**src/rtl/aes_job_scheduler.sv**
```systemverilog
// Descriptor FIFO plus single-job launch sequencer for the AES-CTR streaming datapath.
// Launches one job at a time, waits for both mover completions and counts finished jobs.
module aes_job_scheduler #(
    parameter int unsigned QUEUE_DEPTH = 4,
    parameter int unsigned ADDR_W      = 58,
    parameter int unsigned TIMEOUT     = 0
) (
    input  logic                           clk_i,
    input  logic                           rst_ni,
    input  logic                           desc_valid_i,
    output logic                           desc_ready_o,
    input  logic [ADDR_W-1:0]              desc_src_cl_i,
    input  logic [ADDR_W-1:0]              desc_dest_cl_i,
    input  logic [63:0]                    desc_length_i,
    input  logic [127:0]                   desc_iv_i,
    input  logic                           flush_i,
    input  logic                           clr_err_i,
    output logic                           job_run_o,
    output logic [ADDR_W-1:0]              job_src_cl_o,
    output logic [ADDR_W-1:0]              job_dest_cl_o,
    output logic [63:0]                    job_length_o,
    output logic [127:0]                   job_iv_o,
    input  logic                           rd_done_i,
    input  logic                           wr_done_i,
    output logic                           busy_o,
    output logic [$clog2(QUEUE_DEPTH):0]   queue_count_o,
    output logic [31:0]                    jobs_done_o,
    output logic                           err_len_o,
    output logic                           err_timeout_o
);
    localparam int unsigned PtrW = $clog2(QUEUE_DEPTH);
    localparam int unsigned CntW = PtrW + 1;

    typedef enum logic [2:0] {StIdle, StLaunch, StGuard, StWait, StComplete} state_e;

    state_e              state_q, state_d;
    logic [PtrW-1:0]     wr_ptr_q, wr_ptr_d, rd_ptr_q, rd_ptr_d;
    logic [CntW-1:0]     count_q, count_d;
    logic [31:0]         wait_cnt_q, wait_cnt_d;
    logic [31:0]         jobs_done_q, jobs_done_d;
    logic                rd_seen_q, rd_seen_d, wr_seen_q, wr_seen_d;
    logic                err_len_q, err_len_d, err_to_q, err_to_d;
    logic [ADDR_W-1:0]   job_src_q, job_dest_q;
    logic [63:0]         job_len_q;
    logic [127:0]        job_iv_q;

    logic [ADDR_W-1:0]   src_mem_q  [QUEUE_DEPTH];
    logic [ADDR_W-1:0]   dest_mem_q [QUEUE_DEPTH];
    logic [63:0]         len_mem_q  [QUEUE_DEPTH];
    logic [127:0]        iv_mem_q   [QUEUE_DEPTH];

    logic accept, len_bad, push, pop, timeout_evt, both_done, timeout_hit;

    assign desc_ready_o = (count_q != CntW'(QUEUE_DEPTH)) && !flush_i;
    assign accept       = desc_valid_i && desc_ready_o;
    // Lengths must be a non-zero whole number of 64-byte lines.
    assign len_bad      = (desc_length_i == 64'd0) || (desc_length_i[5:0] != 6'd0);
    assign push         = accept && !len_bad;
    assign both_done    = (rd_seen_q || rd_done_i) && (wr_seen_q || wr_done_i);
    assign timeout_hit  = (TIMEOUT != 0) && (wait_cnt_q >= 32'(TIMEOUT));

    // The head is popped on the edge entering StLaunch so job_* are valid during the pulse.
    always_comb begin
        state_d     = state_q;
        pop         = 1'b0;
        timeout_evt = 1'b0;
        unique case (state_q)
            StIdle: begin
                if (count_q != '0) begin
                    state_d = StLaunch;
                    pop     = 1'b1;
                end
            end
            StLaunch: state_d = StGuard;
            StGuard:  state_d = StWait;
            StWait: begin
                if (both_done) begin
                    state_d = StComplete;
                end else if (timeout_hit) begin
                    state_d     = StIdle;
                    timeout_evt = 1'b1;
                end
            end
            StComplete: begin
                if (count_q != '0) begin
                    state_d = StLaunch;
                    pop     = 1'b1;
                end else begin
                    state_d = StIdle;
                end
            end
            default: state_d = StIdle;
        endcase
    end

    always_comb begin
        wr_ptr_d    = push ? wr_ptr_q + PtrW'(1) : wr_ptr_q;
        rd_ptr_d    = flush_i ? wr_ptr_q : (pop ? rd_ptr_q + PtrW'(1) : rd_ptr_q);
        count_d     = flush_i ? '0 : count_q + CntW'(push) - CntW'(pop);
        rd_seen_d   = rd_seen_q;
        wr_seen_d   = wr_seen_q;
        wait_cnt_d  = wait_cnt_q;
        if (state_q == StLaunch) begin
            rd_seen_d  = 1'b0;
            wr_seen_d  = 1'b0;
            wait_cnt_d = '0;
        end else if (state_q == StGuard) begin
            wait_cnt_d = wait_cnt_q + 32'd1;
        end else if (state_q == StWait) begin
            rd_seen_d  = rd_seen_q || rd_done_i;
            wr_seen_d  = wr_seen_q || wr_done_i;
            wait_cnt_d = wait_cnt_q + 32'd1;
        end
        jobs_done_d = jobs_done_q + ((state_q == StComplete) ? 32'd1 : 32'd0);
        err_len_d   = (accept && len_bad) || (err_len_q && !clr_err_i);
        err_to_d    = timeout_evt || (err_to_q && !clr_err_i);
    end

    always_ff @(posedge clk_i or negedge rst_ni) begin
        if (!rst_ni) begin
            state_q     <= StIdle;
            wr_ptr_q    <= '0;
            rd_ptr_q    <= '0;
            count_q     <= '0;
            wait_cnt_q  <= '0;
            jobs_done_q <= '0;
            rd_seen_q   <= 1'b0;
            wr_seen_q   <= 1'b0;
            err_len_q   <= 1'b0;
            err_to_q    <= 1'b0;
            job_src_q   <= '0;
            job_dest_q  <= '0;
            job_len_q   <= '0;
            job_iv_q    <= '0;
        end else begin
            state_q     <= state_d;
            wr_ptr_q    <= wr_ptr_d;
            rd_ptr_q    <= rd_ptr_d;
            count_q     <= count_d;
            wait_cnt_q  <= wait_cnt_d;
            jobs_done_q <= jobs_done_d;
            rd_seen_q   <= rd_seen_d;
            wr_seen_q   <= wr_seen_d;
            err_len_q   <= err_len_d;
            err_to_q    <= err_to_d;
            if (pop) begin
                job_src_q  <= src_mem_q[rd_ptr_q];
                job_dest_q <= dest_mem_q[rd_ptr_q];
                job_len_q  <= len_mem_q[rd_ptr_q];
                job_iv_q   <= iv_mem_q[rd_ptr_q];
            end
        end
    end

    always_ff @(posedge clk_i) begin
        if (push) begin
            src_mem_q[wr_ptr_q]  <= desc_src_cl_i;
            dest_mem_q[wr_ptr_q] <= desc_dest_cl_i;
            len_mem_q[wr_ptr_q]  <= desc_length_i;
            iv_mem_q[wr_ptr_q]   <= desc_iv_i;
        end
    end

    assign job_run_o     = (state_q == StLaunch);
    assign busy_o        = (state_q != StIdle);
    assign job_src_cl_o  = job_src_q;
    assign job_dest_cl_o = job_dest_q;
    assign job_length_o  = job_len_q;
    assign job_iv_o      = job_iv_q;
    assign queue_count_o = count_q;
    assign jobs_done_o   = jobs_done_q;
    assign err_len_o     = err_len_q;
    assign err_timeout_o = err_to_q;
endmodule

```
**config.mk**
```make
export PLATFORM = sky130hd
export DESIGN_NAME = aes_job_scheduler
export DESIGN_NICKNAME = d
export VERILOG_FILES = /design/src/rtl/aes_job_scheduler.sv
export SDC_FILE = /design/constraint.sdc
export NUM_CORES = 1
export LEC_CHECK = 0
export ABC_AREA = 1
export CAP_MARGIN = 20
export CORE_MARGIN = 2
export CORE_UTILIZATION = 50
export CTS_BUF_LIST = sky130_fd_sc_hd__clkbuf_16
export CTS_CLUSTER_SIZE = 8
export DETAILED_ROUTE_END_ITERATION = 12
export PLACE_DENSITY = 0.81
export SLEW_MARGIN = 20
export SYNTH_ARGS = -nofsm -noshare
export SYNTH_HDL_FRONTEND = slang
export SYNTH_SLANG_ARGS = --single-unit
```
**constraint.sdc**
```tcl
create_clock -name clk_i -period 15.7 [get_ports clk_i]
set_input_delay 2.355 -clock clk_i [delete_from_list [all_inputs] [get_ports clk_i]]
set_output_delay 2.355 -clock clk_i [all_outputs]
set_load 0.02 [all_outputs]
```
==> flow_metrics.tcl <==
set metrics [dict create \
    initial_utilization 0.504 \
    slew_viol_final 0 \
    fin_cells 7000 \
    worst_path_max_delay_cell "buf_4" \
    routabilityCongestion 0.854 \
    synth_compound_area_frac 0.0853 \
    tightestPinTransition_ns 1.33 \
    end_kind "register" \
    drc_errors 0 \
    die_y_um 349 \
    worst_slew_margin_rel 0.114 \
    drt_wl_total_um 153000 \
    rows 126 \
    synth-xor-area-share 0.00428 \
    netlist_area_um2 59400 \
    grt_overflow 0 \
    crit_path_cell_trace "clkdlybuf4s50_1 > nor2_1 > nand2_1 > nor3_2 > nand3_1 > nor2_4 > buf_4 > buf_4 > buf_4" \
    nNetsFinal 5573 \
    crit_required_ns 16.08 \
    ys_seq_area_frac 0.772 \
    ctsHoldBuffers 0 \
    fin_crit_ns 7.29 \
    async_reset_ff_frac 0.223 \
    p_per_area_nw_per_um2 174 \
    via_per_inst 5.59 \
    drt_iter0_markers 4427 \
    cts-root-buf "clkbuf_16" \
    synth_area_leaders "edfxtp_1 (62%), dfrtp_1 (15%), nor2_1 (10%)" \
    avgSynthCellArea_um2 12.9 \
    grt_setup_unrepaired "false" \
    core_um2 118000 \
    cpPeakStageDelay_ns 0.85 \
    status "finished, final reports clean" \
    multi_input_area_um2 12100 \
    vias 39118 \
    hold_class "register to register" \
    setup_viol 0 \
    htreeDepth 4 \
    antenna_left 0 \
    cts_resized 0 \
    hold_ws_ns 0.473 \
    synth.most_common_cell "nor2_1" \
    worstPathMaxFanout 67 \
    grt_pass1_vias 39084 \
    antenna_found_initial 38 \
    yosys.area_share.simple 0.112 \
    synth_top_family_by_area "simple AND/OR/NAND/NOR gates" \
    clk_latency_ns 0.83 \
    p_leak_uw 0.0262 \
    synth_top_cell_by_area "edfxtp_1" \
    synth_common_cells "nor2_1 (1615), edfxtp_1 (1232), o21ai_0 (466), dfrtp_1 (354), a31oi_1 (308)" \
    placed_cells 6563 \
    layout-area-overhead-vs-synth_pct 24.1 \
    fillers 8172 \
    synth_top_area_frac 0.623 \
    drive_gt1_frac 0.0543 \
    muxShareOfSynthArea 0 \
    fin_crit_sh 0.464 \
    die_width_um 349 \
    path_class "input pin to register" \
    skew_ns 0.0725 \
    die-area_um2 122000 \
    fmax_mhz 137 \
    grt_usage 0.247 \
    grt_start_max_net_pins 241 \
    cts_setup_buffers 0 \
    synth-edff-count 1232 \
    maxCapViolCount 0 \
    io_pins 663 \
    synth_cell_types 32 \
    grt_pass1_wl_um 229000 \
    vdd_ir_drop_max_mv 0.158 \
    cts.sinks 1586 \
    cts_buffers 217 \
    synth_seq_cells 1586 \
    clkTransAtPathRegs_ns 0.05 \
    drt_pre_antenna_iters 8 \
    dpl.hpwl_um 83100 \
    cpMostUsedCell "buf_4" \
    detail_route.wl_per_cell_um 21.8 \
    cp-start-kind "input pin" \
    synth_ff_type "edfxtp_1" \
    crit_arrival_ns 7.67 \
    port_buffers 662 \
    synthCells 4605 \
    finalHoldViolCount 0 \
    cts_tree "done" \
    ctsLongestPathBuffers 3 \
    p_total_uw 12800 \
    synth.net_count 4929 \
    yosys.area_share.adder 0.00202 \
    regArea_um2 45900 \
    synth_warnings 0 \
]
## metal layers
metal / vias up / track usage / wire [µm]
met5: - / 0 / 83
met4: 12 / 0.140 / 7510
met3: 371 / 0.0561 / 12900
met2: 1918 / 0.400 / 75500
met1: 19164 / 0.306 / 56900
li1: 17653 / - / -
## sequential cells by signal, indices dropped and copies added (netlist names), 58 cells and up
register	flops
dest_mem_q	232
job_dest_cl_o	58
len_mem_q	256
job_src_cl_o	58
iv_mem_q	512
job_length_o	64
src_mem_q	232
job_iv_o	128
## layout make-up
type | instances | share of cell area
tap | 1536 | 0.0261
sequential | 1586 | 0.622
clock inverter | 184 | 0.0136
multi-input combinational | 2708 | 0.164
clock buffer | 217 | 0.0737
timing repair buffer | 699 | 0.0965
inverter | 37 | 0.00219
antenna | 33 | 0.00112
## report_power, final
part	internal, µW	switching (µW)
Sequential	4970	330
Combinational	1280	2000
Clock	2500	1750
## through the flow
step	setup slack, ns	utilization	area, µm²	setup TNS (ns)
after detailed placement	7.30	0.569	67100	0
after global placement	7.33	0.569	67100	0
final	8.41	0.625	73700	0
after floorplan	-1.45	-	59400	-1782.70
after CTS	8.15	0.623	73500	0
after global routing	8.34	0.625	73700	0
## logic make-up after synthesis
logic type	after synthesis
xor+xnor	29
flops	1586
fa+ha+maj	9
simple gates	1736
buf+inv	311
compound gates	934
## critical path: cells and delay by family
family | cells | cell delay (ns)
AND/OR/NAND/NOR | 5 | 2.29
buffers and inverters | 4 | 2.75
## cell usage in the layout, fill, tap and decap left out, types with 2 or more instances in the layout
| cell | instances |
|---|---|
| nor4_1 | 2 |
| nor3_1 | 14 |
| a21oi_1 | 2 |
| nand2_2 | 4 |
| buf_4 | 22 |
| nand2_1 | 72 |
| inv_6 | 2 |
| dfrtp_1 | 352 |
| dfrtp_4 | 2 |
| nand4_1 | 7 |
| clkbuf_16 | 217 |
| a31oi_1 | 308 |
| inv_8 | 3 |
| xor2_1 | 18 |
| nand3_1 | 10 |
| nand3_2 | 2 |
| o31ai_1 | 2 |
| nor2_1 | 1611 |
| o21ai_0 | 466 |
| inv_16 | 2 |
| clkinv_8 | 2 |
| buf_12 | 13 |
| inv_1 | 200 |
| diode_2 | 33 |
| buf_16 | 2 |
| xnor2_1 | 11 |
| nor2_4 | 8 |
| clkdlybuf4s50_1 | 661 |
| nor2_2 | 3 |
| ha_1 | 8 |
| edfxtp_1 | 1232 |
| o21ai_1 | 155 |
| clkinv_16 | 8 |
## path summary, 6_finish.rpt
| check | start | endpoint | slack (ns) | depth (start not counted) |
|---|---|---|---|---|
| worst max-delay path | desc_length_i[1] | iv_mem_q[1][17] | 8.41 | 9 |
| worst min-delay path | jobs_done_o[31] | jobs_done_o[31] | 0.47 | 1 |
| worst max register to register | queue_count_o[1] | iv_mem_q[1][17] | 10.39 | 8 |
| worst min register to register | jobs_done_o[31] | jobs_done_o[31] | 0.47 | 1 |
| max in group asynchronous | rst_ni | job_dest_cl_o[38] | 11.13 | 5 |
| min in group asynchronous | rst_ni | job_iv_o[22] | 1.52 | 1 |
(Power assumes the default switching activity.)
